## src/rtl/mm_mac_sequencer_pkg.sv

```systemverilog
// mm_pkg: shared constants, FSM encoding and element indexing for the 3x3 MAC sequencer.
package mm_pkg;
    localparam int MM_N = 3;
    localparam int MM_DATA_W = 8;
    localparam int MM_ACC_W = 18;
    typedef enum logic [1:0] {IDLE = 2'b00, ISSUE = 2'b01, DRAIN = 2'b10} state_t;
    function automatic int idx(input int i, input int j);
        return MM_N * i + j;
    endfunction
endpackage

```

## src/rtl/mm_mac_sequencer_if.sv

```systemverilog
// mm_mac_sequencer_if: operand/control bus between the sequencer and the shared MAC unit.
interface mm_mac_sequencer_if
    import mm_pkg::*;
#(
    parameter int DATA_W = MM_DATA_W,
    parameter int ACC_W = MM_ACC_W
);
    logic [DATA_W-1:0] mac_a;
    logic [DATA_W-1:0] mac_b;
    logic mac_en;
    logic mac_clr;
    logic [ACC_W-1:0] mac_acc;
    modport master(output mac_a, mac_b, mac_en, mac_clr, input mac_acc);
    modport slave(input mac_a, mac_b, mac_en, mac_clr, output mac_acc);
endinterface

```

## src/rtl/mm_mac_sequencer.sv

```systemverilog
// mm_mac_sequencer: drives one shared MAC through the 27 products of a 3x3 matrix multiply.
module mm_mac_sequencer
    import mm_pkg::*;
#(
    parameter int DATA_W = MM_DATA_W,
    parameter int ACC_W = MM_ACC_W
) (
    input  logic clk,
    input  logic rst,
    input  logic start,
    input  logic abort,
    input  logic [MM_N*MM_N*DATA_W-1:0] a_flat,
    input  logic [MM_N*MM_N*DATA_W-1:0] b_flat,
    output logic [MM_N*MM_N*ACC_W-1:0] c_flat,
    output logic busy,
    output logic done,
    mm_mac_sequencer_if.master mac
);
    state_t state, state_d;
    logic [1:0] i, j, k, cap_i, cap_j;
    logic [MM_N*MM_N*DATA_W-1:0] a_q, b_q;
    logic pend, last;

    assign last = i == 2'd2 && j == 2'd2 && k == 2'd2;
    assign busy = state != IDLE;

    always_comb begin
        state_d = IDLE;
        mac.mac_en = 1'b0;
        mac.mac_clr = 1'b0;
        mac.mac_a = '0;
        mac.mac_b = '0;
        state_d = state == IDLE ? (start ? ISSUE : IDLE)
                : abort ? IDLE
                : state == ISSUE ? (last ? DRAIN : ISSUE) : IDLE;
        if (state == ISSUE) begin
            mac.mac_en = 1'b1;
            mac.mac_clr = k == 2'd0;
            mac.mac_a = a_q[idx(int'(i), int'(k))*DATA_W +: DATA_W];
            mac.mac_b = b_q[idx(int'(k), int'(j))*DATA_W +: DATA_W];
        end
    end

    // The sum for (cap_i,cap_j) is visible on mac_acc one cycle after its k==2 issue.
    always_ff @(posedge clk or posedge rst) begin
        if (rst) begin
            state <= IDLE;
            {i, j, k, cap_i, cap_j} <= '0;
            a_q <= '0;
            b_q <= '0;
            c_flat <= '0;
            pend <= 1'b0;
            done <= 1'b0;
        end else begin
            state <= state_d;
            done <= state == DRAIN && !abort;
            pend <= mac.mac_en && k == 2'd2 && !abort;
            if (pend) c_flat[idx(int'(cap_i), int'(cap_j))*ACC_W +: ACC_W] <= mac.mac_acc;
            if (state == IDLE && start) begin
                a_q <= a_flat;
                b_q <= b_flat;
                {i, j, k} <= '0;
            end else if (mac.mac_en) begin
                k <= k == 2'd2 ? 2'd0 : k + 2'd1;
                if (k == 2'd2) begin
                    cap_i <= i;
                    cap_j <= j;
                    j <= j == 2'd2 ? 2'd0 : j + 2'd1;
                    if (j == 2'd2) i <= i == 2'd2 ? 2'd0 : i + 2'd1;
                end
            end
        end
    end
endmodule

```

## src/flat_wrapper.sv

```systemverilog
// flat-port wrapper written by rule: the top's interface ports become plain ports
module mm_mac_sequencer_flat import mm_pkg::*;
#(
    parameter int DATA_W = MM_DATA_W,
    parameter int ACC_W = MM_ACC_W
)
  (clk, rst, start, abort, a_flat, b_flat, c_flat, busy, done, mac_mac_a, mac_mac_b, mac_mac_en, mac_mac_clr, mac_mac_acc);
  mm_mac_sequencer_if #(.DATA_W(DATA_W), .ACC_W(ACC_W)) mac_i ();
  input  logic clk;
  input  logic rst;
  input  logic start;
  input  logic abort;
  input  logic [MM_N*MM_N*DATA_W-1:0] a_flat;
  input  logic [MM_N*MM_N*DATA_W-1:0] b_flat;
  output logic [MM_N*MM_N*ACC_W-1:0] c_flat;
  output logic busy;
  output logic done;
  output wire logic [$bits(mac_i.mac_a)-1:0] mac_mac_a;
  output wire logic [$bits(mac_i.mac_b)-1:0] mac_mac_b;
  output wire logic [$bits(mac_i.mac_en)-1:0] mac_mac_en;
  output wire logic [$bits(mac_i.mac_clr)-1:0] mac_mac_clr;
  input wire logic [$bits(mac_i.mac_acc)-1:0] mac_mac_acc;
  assign mac_mac_a = mac_i.mac_a;
  assign mac_mac_b = mac_i.mac_b;
  assign mac_mac_en = mac_i.mac_en;
  assign mac_mac_clr = mac_i.mac_clr;
  assign mac_i.mac_acc = mac_mac_acc;
  mm_mac_sequencer #(.DATA_W(DATA_W), .ACC_W(ACC_W)) u_core (.clk(clk), .rst(rst), .start(start), .abort(abort), .a_flat(a_flat), .b_flat(b_flat), .c_flat(c_flat), .busy(busy), .done(done), .mac(mac_i));
endmodule
```

## config.mk

```make
export PLATFORM = sky130hd
export DESIGN_NAME = mm_mac_sequencer_flat
export DESIGN_NICKNAME = d
export VERILOG_FILES = /design/src/rtl/mm_mac_sequencer_pkg.sv /design/src/rtl/mm_mac_sequencer_if.sv /design/src/rtl/mm_mac_sequencer.sv /design/src/flat_wrapper.sv
export SDC_FILE = /design/constraint.sdc
export NUM_CORES = 1
export LEC_CHECK = 0
export CORE_AREA = 2 2 194 196
export CTS_CLUSTER_DIAMETER = 120
export DETAILED_ROUTE_END_ITERATION = 7
export DIE_AREA = 0 0 196 198
export GPL_TIMING_DRIVEN = 0
export HOLD_SLACK_MARGIN = 0.08
export PLACE_DENSITY = 0.8
export SETUP_SLACK_MARGIN = 0.2
export SYNTH_ARGS = -nofsm -noshare
export SYNTH_HDL_FRONTEND = slang
export SYNTH_SLANG_ARGS = --single-unit
export TNS_END_PERCENT = 5
```

## constraint.sdc

```tcl
create_clock -name clk -period 10.4 [get_ports clk]
set_input_delay 2.08 -clock clk [delete_from_list [all_inputs] [get_ports clk]]
set_output_delay 2.08 -clock clk [all_outputs]
set_load 0.02 [all_outputs]
```

# --- Word level (Yosys, flattened, before mapping) ---
# Cells that the tools add are included.
word_totals:
  register_bits: 320
  latch_bits: 0
  mem_bits_rw: 0
  mem_bits_ro: 0
  out_inout_bits: 182
  mem_count: 0
classes:
  add_sub_neg: 7
  multipliers: 4
  div: 0
  n_lt_le_gt_ge: 0
  n_eq_ne: 5
  shift: 4
  muxes: 22
  n_bitwise: 1
  reduce_logical: 16
op_table:
  columns: ["cell", "n"]
  rows:
  - ["$bwmux W162", 1]
  - ["$shift A18 B33 Y162 const A", 1]
  - ["$shiftx A18 B33 Y162", 1]
  - ["$shiftx A72 B32 Y8", 2]
  - ["$add A29 B3 Y29", 2]
  - ["$neg A32 Y33", 1]
  - ["$add A32 B3 Y32", 1]
  - ["$mul A32 B5 Y31 const B", 1]
  - ["$mux W2", 16]
  - ["$mux W8", 2]
  - ["$mul A2 B2 Y4 const A", 3]
  - ["$eq A2 B2 Y1 const B", 4]
  - ["$reduce_bool A2 Y1", 4]
  - ["$add A2 B1 Y2 const B", 3]
  - ["$logic_and A1 B1 Y1", 6]
  - ["$reduce_and A3 Y1", 2]
  - ["$logic_not A2 Y1", 2]
  - ["$mux W1", 3]
  - ["$eq A2 B1 Y1 const B", 1]
  - ["$reduce_and A2 Y1", 1]
  - ["$logic_not A1 Y1", 1]
  - ["$not A1 Y1", 1]

# --- Depth between registers and ports, before layout ---
# Gate-level depths: netlist (run 1).
depth:
  ltp_word: 7
  depth_mapped: 24
  depth_no_buf: 21

# --- Least setup slack after synthesis (run 1) ---
# No wires, ideal clock.
synth_path:
  path_kind: "register to register"
  from: "reg u_core.cap_i[0]"
  to: "reg u_core.c_flat[94]"
  setup_ns: 0.125
  t_arrival_ns: 5.342
  required_time_ns: 10.275
  slack_ns: 4.934
  stages_incl_launch_ff: 23
  n_path_buf: 3
  synth_period_minus_slack_ns: 5.466
  path_cell_list: "dfrtp_1 > inv_1 > ha_1 > inv_1 > ha_1 > a21oi_1 > o22a_1 > buf_2 > inv_2 > ha_1 > ha_1 > fa_1 > nor4_4 > o21ai_0 > ha_1 > clkbuf_1 > inv_1 > nor2_1 > o21ai_0 > clkbuf_1 > a2111o_1 > nor2_1 > mux2_2"
synth_via:
  elab_chain_len: 6
  elab_cells_between_ends: 7
synth_rtl:
  columns: ["element", "line_no", "source"]
  rows:
  - ["from (decl)", "mm_mac_sequencer.sv:20", "logic [1:0] i, j, k, cap_i, cap_j;"]
  - ["from (signal assigned)", "mm_mac_sequencer.sv:66", "cap_i <= i;"]
  - ["$mul A2 B2 Y4 *", "mm_mac_sequencer_pkg.sv:8", "return MM_N * i + j;"]
  - ["$add A32 B3 Y32 *", "mm_mac_sequencer_pkg.sv:8", null]
  - ["$mul A32 B5 Y31 *", "mm_mac_sequencer.sv:58", "if (pend) c_flat[idx(int'(cap_i), int'(cap_j))*ACC_W +: ACC_W] <= mac.mac_acc;"]
  - ["$neg A32 Y33 *", "mm_mac_sequencer.sv:58", null]
  - ["$shiftx A18 B33 Y162 or $shift A18 B33 Y162 (tied branches)", "mm_mac_sequencer.sv:58", null]
  - ["$bwmux W162 *", "mm_mac_sequencer.sv:58", null]
  - ["to (signal, indexed assignment)", "mm_mac_sequencer.sv:58", null]
  - ["to (decl)", "mm_mac_sequencer.sv:14", "output logic [MM_N*MM_N*ACC_W-1:0] c_flat,"]
# Every way passes the cells marked *; elsewhere a longest branch is shown, timed or not.
# A chain may end at the register's enable or synchronous reset.

# --- Worst setup path after layout (run 1) ---
layout_path:
  from: "reg u_core.cap_i[0]"
  to: "reg u_core.c_flat[87]"
# The elaborated chain is that of the path after synthesis.

==> reports/results.tsv, run 1 <==
metric	value	unit
top cells by area, synth	dfrtp_1 (47%), nand2_1 (11%), mux2_2 (11%), mux4_2 (4.5%), o22ai_1 (2.0%)	
Hold Crit Start	u_core.b_q[7]	
FMAX	139.6	MHz
Most Frequent Cell on Critical Path	ha_1	
met1 Resource Use GR	39.63	%
Post-DRT Antenna Nets	0	
Yosys top cell by area	dfrtp_1	
ys flop type	dfrtp_1	
first-pass GRT wire length	93.63	mm
CTS clock-pin slew for the worst setup and hold paths	0.06	ns
synth unique cells	80	
cts repair resizes	0	
die area	38810	um2
Clock Sinks	320	
Critical-path top delay cell	a2111o_1	
CTS tree	done	
Final setup viols	0	
IO Pins	348	
XOR/XNOR Fraction of Synth Area	0.7692	%
Via density	5.868	
dpl cell area	21330	um2
worst-margin pin slew	1.218	ns
# port buffers	347	
mux share of post-synthesis cell area	17.68	%
critical path cell sequence	inv_1, ha_1, inv_1, ha_1, a21oi_1, o22a_1, buf_2, inv_2, ha_1, ha_1, fa_1, nor4_4, o21ai_0, ha_1, clkbuf_1, inv_1, nor2_1, o21ai_0, clkbuf_1, a2111o_1, nor2_1, mux2_2	
critical path's largest stage delay	0.63	ns
Hold-fix buffers, CTS	0	
DR WL/cell	23.55	um
combined area of all synthesized cells	17080	um2
Hold Slack	0.4702	ns
Max Cap Viol	0	
H-Tree Depth	2	
status	completed	
RSZ-0062 raised after global routing	no	
sequential share of the synthesized area	46.88	%
worst-path maximum fanout	10	
die width	196	um
Most Used Layer, Global Route	met2	
Global Route Usage Sum	31.79	%
adder-cell share of the synthesized area	2.227	%
critical path type	reg -> reg	
DR iter-0 viols	1342	
#FFs+latches synth	320	
Hold Fails Final Rpt	0	
share of cells above drive strength 1	13.79	%
Initial Util	46.22	%
WHS Endpoint	u_core.b_q[7]	
Post-synth EDFFs	0	
Global Route met3 Usage	5.110	%
DRC	0	
vias in the first global route	15690	
fin area	22450	um2
Critical Path AT	7.57	ns
reg2reg start	u_core.cap_i[0]	
Worst Setup Start Kind	flop	
Pins Over Slew Limit	0	
Compound-Gate Fraction of Synth Area	9.530	%
CTS Root Cell	clkbuf_16	
critical path capture point type	flop	
grt ovf	0	
total CTS buffers	35	
Core ar.	36960	um2
Initial DRT Pass Iterations	7	
slew margin rel.	18.16	%
hpwl dp	48.19	mm
drt total wl	61.73	mm
CTS max path bufs	3	
yosys warns	0	
area share of the largest cell type after synthesis	46.88	%
HP Class	reg -> reg	
clock skew	0.01047	ns
met2 Use GR	53.87	%
Mapped Cells	1733	
largest net degree at the start of global routing	45	
synth-to-layout area growth	31.44	%
Antenna Diode Count	0	
Nets	2320	
Crit path required time	10.81	ns
Setup TNS Final	0	ns
syn_area_per_cell	9.856	um2
fraction of the cycle the final worst path needs	68.89	%
Worst R2R Path Depth	22	
Period minus WS final	7.165	ns
initial antenna violation count	0	
Syn Nets	1927	
main combinational cell family by area after synthesis	simple AND/OR/NAND/NOR gates	
latest clock arrival within the worst-skew pair	0.53	ns
hold path depth	2	
r2r setup slk	3.24	ns
# Post-CTS Setup Buffers	0	
worst flop-to-flop path endpoint	u_core.c_flat[87]	
# rows	71	
Post-Synth Simple-Gate Area	20.00	%
die height	198	um
Post-synth ARST share	100.0	%
GPL Wtd Cong	0.9910	
vias	15380	
worst max-delay path by stage:
stage	start	to	slack, ns
3_5_place_dp	u_core.cap_i[0]	u_core.c_flat[86]	3.42
3_3_place_gp	rst	u_core.c_flat[114]	2.03
2_1_floorplan	rst	u_core.a_q[0]	4.05
6_report	u_core.cap_i[0]	u_core.c_flat[87]	3.24
5_1_grt	u_core.cap_i[0]	u_core.c_flat[86]	2.91
4_1_cts	u_core.cap_i[0]	u_core.c_flat[86]	3.40
cells by family after synthesis:
logic type / Yosys count
adder cells (fa/ha/maj): 28
XOR/XNOR: 11
AND/OR/NAND/NOR: 774
flip-flops: 320
AO/OA/AOI/OAI: 234
multiplexers: 237
buffers and inverters: 129
placed cells by master, fill, tap and decap left out, types with 37 or more instances in the layout:
master	instances
nor2_1	59
dfrtp_1	320
nand2_1	522
nand3_1	39
clkbuf_1	90
o22ai_1	55
nor3_1	37
a21oi_1	39
clkdlybuf4s50_1	347
mux2_2	169
critical path, delay by kind of cell (launching register included):
family          cells  cell delay [ns]
buf+inv             7             1.71
compound gates      5             1.60
fa+ha+maj           6             1.93
flops               1             0.39
simple gates        3             1.06
mux                 1             0.35
state kept, by name, indices dropped and copies added (netlist names):
| register | flops |
|---|---|
| u_core.c_flat | 162 |
| u_core.a_q | 72 |
| u_core.b_q | 72 |
| u_core.cap_i | 2 |
| u_core.cap_j | 2 |
| u_core.i | 2 |
| u_core.j | 2 |
| u_core.k | 2 |
| u_core.state | 2 |
| u_core.done | 1 |
| u_core.pend | 1 |
synthesized netlist by cell type (all sizes together), types with 5 or more instances:
| cell | instances |
|---|---|
| xnor2 | 6 |
| and3 | 13 |
| or3 | 9 |
| o22a | 9 |
| a21oi | 39 |
| a32oi | 6 |
| nand2b | 23 |
| buf | 17 |
| nand3 | 39 |
| mux4 | 34 |
| o22ai | 55 |
| clkbuf | 83 |
| and2 | 8 |
| ha | 24 |
| o32ai | 18 |
| nand4 | 7 |
| o31ai | 6 |
| a22oi | 11 |
| nor4 | 8 |
| o21ai | 40 |
| dfrtp | 320 |
| mux2i | 25 |
| nand2 | 523 |
| inv | 28 |
| mux2 | 178 |
| a21o | 7 |
| nor2 | 60 |
| nand3b | 20 |
| or4 | 5 |
| nor3 | 40 |
cell type report:
class	instances	area (um2)
repair buffers	356	3654
clock inverters	10	135.1
plain buffers	100	387.9
flip-flops and latches	320	8008
clock buffers	48	984.7
multi-input cells	1284	8576
inverters	29	112.6
fillers	3097	14510
well taps	474	593.1
metal layers:
| layer | up-vias | wire length [um] | share of wire [%] |
|---|---|---|---|
| met5 | - | 0 | 0 |
| met4 | 0 | 3216 | 5.2 |
| met3 | 159 | 4696 | 7.6 |
| met2 | 786 | 29910 | 48 |
| met1 | 7567 | 23900 | 39 |
| li1 | 6868 | - | - |
stage by stage:
step	utilization, %	worst slack (ns)	std cells
5_1_grt	60.75	2.911	2621
6_report	60.75	3.235	2621
3_3_place_gp	57.23	2.034	2554
3_5_place_dp	57.72	3.419	2563
2_1_floorplan	-	4.053	1733
4_1_cts	60.75	3.400	2621
Power of run 1 is not shown: default switching activity piles up to over one toggle a cycle in this logic, so the estimate is an artifact.
==> run 2: changes to the inputs <==
- clock period: 10.4 -> 6.25 ns (I/O delays scaled with it)
==> reports/results.tsv, run 2 (synthesis gave the netlist of run 1 again) <==
metric	value	unit	change
status	completed		
dpl cell area	21330	um2	unchanged
CP Launch Point	u_core.cap_i[0]		
worst-path maximum fanout	10		unchanged
CTS tree	done		
Initial DRT Pass Iterations	8		+1
fin area	22670	um2	+0.98%
Max Cap Viol	0		unchanged
pre-CTS WS	-0.7315	ns	-4.150 ns
IO Pins	348		unchanged
Most Frequent Cell on Critical Path	ha_1		
vias in the first global route	15730		+0.26%
critical path's largest stage delay	0.51	ns	-0.12 ns
Post-DRT Antenna Nets	0		unchanged
Period minus WS final	5.944	ns	-1.221 ns
slew margin rel.	18.98	%	+0.82 points
Clock Sinks	320		unchanged
share of cells above drive strength 1	15.63	%	+1.8 points
hpwl dp	48.19	mm	unchanged
DR WL/cell	23.53	um	about the same
reg2reg start	u_core.cap_i[0]		
Critical Path AT	6.36	ns	-1.21 ns
Via density	5.886		+0.31%
Crit path required time	6.66	ns	-4.15 ns
FMAX	168.2	MHz	+21%
synth-to-layout area growth	32.73	%	
drt total wl	61.75	mm	about the same
worst path bufs/invs	5		-2
# rows	71		unchanged
GPL Wtd Cong	0.9910		unchanged
vias	15450		+0.42%
CTS clock-pin slew for the worst setup and hold paths	0.06	ns	about the same
clock skew	0.008151	ns	-0.002323 ns
Top reg by flops	u_core.c_flat		
Top delay family on crit path	adder cells		
critical path cell sequence	inv_1, ha_1, fa_1, and3b_1, clkbuf_1, xnor2_1, ha_1, fa_2, nor4_4, o21ai_0, ha_1, clkbuf_4, inv_1, nor2_4, o21ai_1, clkbuf_4, a2111o_1, nor2_1, mux2_2		
Final setup viols	0		unchanged
worst setup margin	0.3060	ns	-2.929 ns
Global Route Usage Sum	31.79	%	about the same
CTS Root Cell	clkbuf_16		
Layout Cells excl Fill	2624		+0.11%
commonest non-fill, non-tap cell in the layout	nand2_1		
worst-margin pin slew	1.205	ns	-0.01227 ns
critical path capture point type	flop		
critical path type	reg -> reg		
RSZ-0062 raised after global routing	yes		
Core ar.	36960	um2	unchanged
Nets	2323		+0.13%
fillcell total	3077		-0.65%
grt ovf	0		unchanged
first-pass GRT wire length	93.68	mm	about the same
H-Tree Depth	2		unchanged
die area	38810	um2	unchanged
die height	198	um	unchanged
Largest register FFs	162		unchanged
Hold Fails Final Rpt	0		unchanged
# port buffers	347		unchanged
die width	196	um	unchanged
largest net degree at the start of global routing	45		unchanged
Pins Over Slew Limit	0		unchanged
most frequent cells in the layout	nand2_1 (522), clkdlybuf4s50_1 (347), dfrtp_1 (320)		
CTS max path bufs	3		unchanged
Antenna Diode Count	0		unchanged
fraction of the cycle the final worst path needs	95.10	%	+26 points
total CTS buffers	35		unchanged
HP Class	reg -> reg		
Worst Setup Start Kind	flop		
DRC	0		unchanged
Initial Util	46.22	%	unchanged
top flop regs	u_core.c_flat (162), u_core.a_q (72), u_core.b_q (72)		
Hold Crit Start	u_core.b_q[7]		
DR iter-0 viols	1241		-7.5%
Critical-path top delay cell	fa_2		
initial antenna violation count	0		unchanged
# placed instances	2563		unchanged
latest clock arrival within the worst-skew pair	0.53	ns	about the same
-- run 2: area by class of cell --
class	instances	area, um2	area share [%]
Tap cell	474	593.1	2.616
Inverter	29	112.6	0.4967
Sequential cell	320	8008	35.32
Clock inverter	10	135.1	0.5961
Timing Repair Buffer	359	3676	16.22
Buffer	100	416.7	1.838
Multi-Input combinational cell	1284	8745	38.57
Clock buffer	48	984.7	4.344
-- run 2: metal layers --
layer | wire (um) | vias to the layer above | track usage [%]
li1 | - | 6890 | -
met1 | 23710 | 7561 | 39.61
met2 | 29850 | 812 | 53.47
met3 | 4751 | 182 | 5.042
met4 | 3439 | 0 | 17.06
met5 | 0 | - | 0
-- run 2: worst register-to-register path, delay by kind of cell, from the launching register on --
kind | cells | cell delay (ns)
fa+ha+maj | 5 | 1.85
buf+inv | 5 | 1.15
simple gates | 4 | 1.01
compound gates | 3 | 0.87
flops | 1 | 0.39
mux | 1 | 0.35
xor+xnor | 1 | 0.18
-- run 2: final timing paths --
| path | end | slack, ns | depth (start not counted) |
|---|---|---|---|
| hold reg to reg | u_core.b_q[7] | 0.47 | 2 |
| min in group asynchronous | u_core.c_flat[7] | 1.05 | 2 |
| setup / recovery | u_core.c_flat[82] | 0.31 | 19 |
| max in group asynchronous | u_core.c_flat[50] | 3.97 | 6 |
| setup reg to reg | u_core.c_flat[82] | 0.31 | 19 |
| hold / removal | u_core.b_q[7] | 0.47 | 2 |
-- run 2: timing repair --
item | in CTS | in global routing
buffers inserted | 1 | 2
hold buffers | 0 | 0
resized for setup | 17 | 49
endpoints found under the setup margin | 156 | 145
pin swaps | 2 | 2
-- run 2: through the flow --
step	setup TNS, ns	hold WS [ns]	util, %
floorplan	0	0.4294	-
global placement	-423.77	0.4521	57.23
detailed placement	-53.48	0.4569	57.72
CTS	0	0.4714	60.91
global route	0	0.4963	61.35
finish	0	0.4694	61.35
Power of run 2 is left out for the same reason.
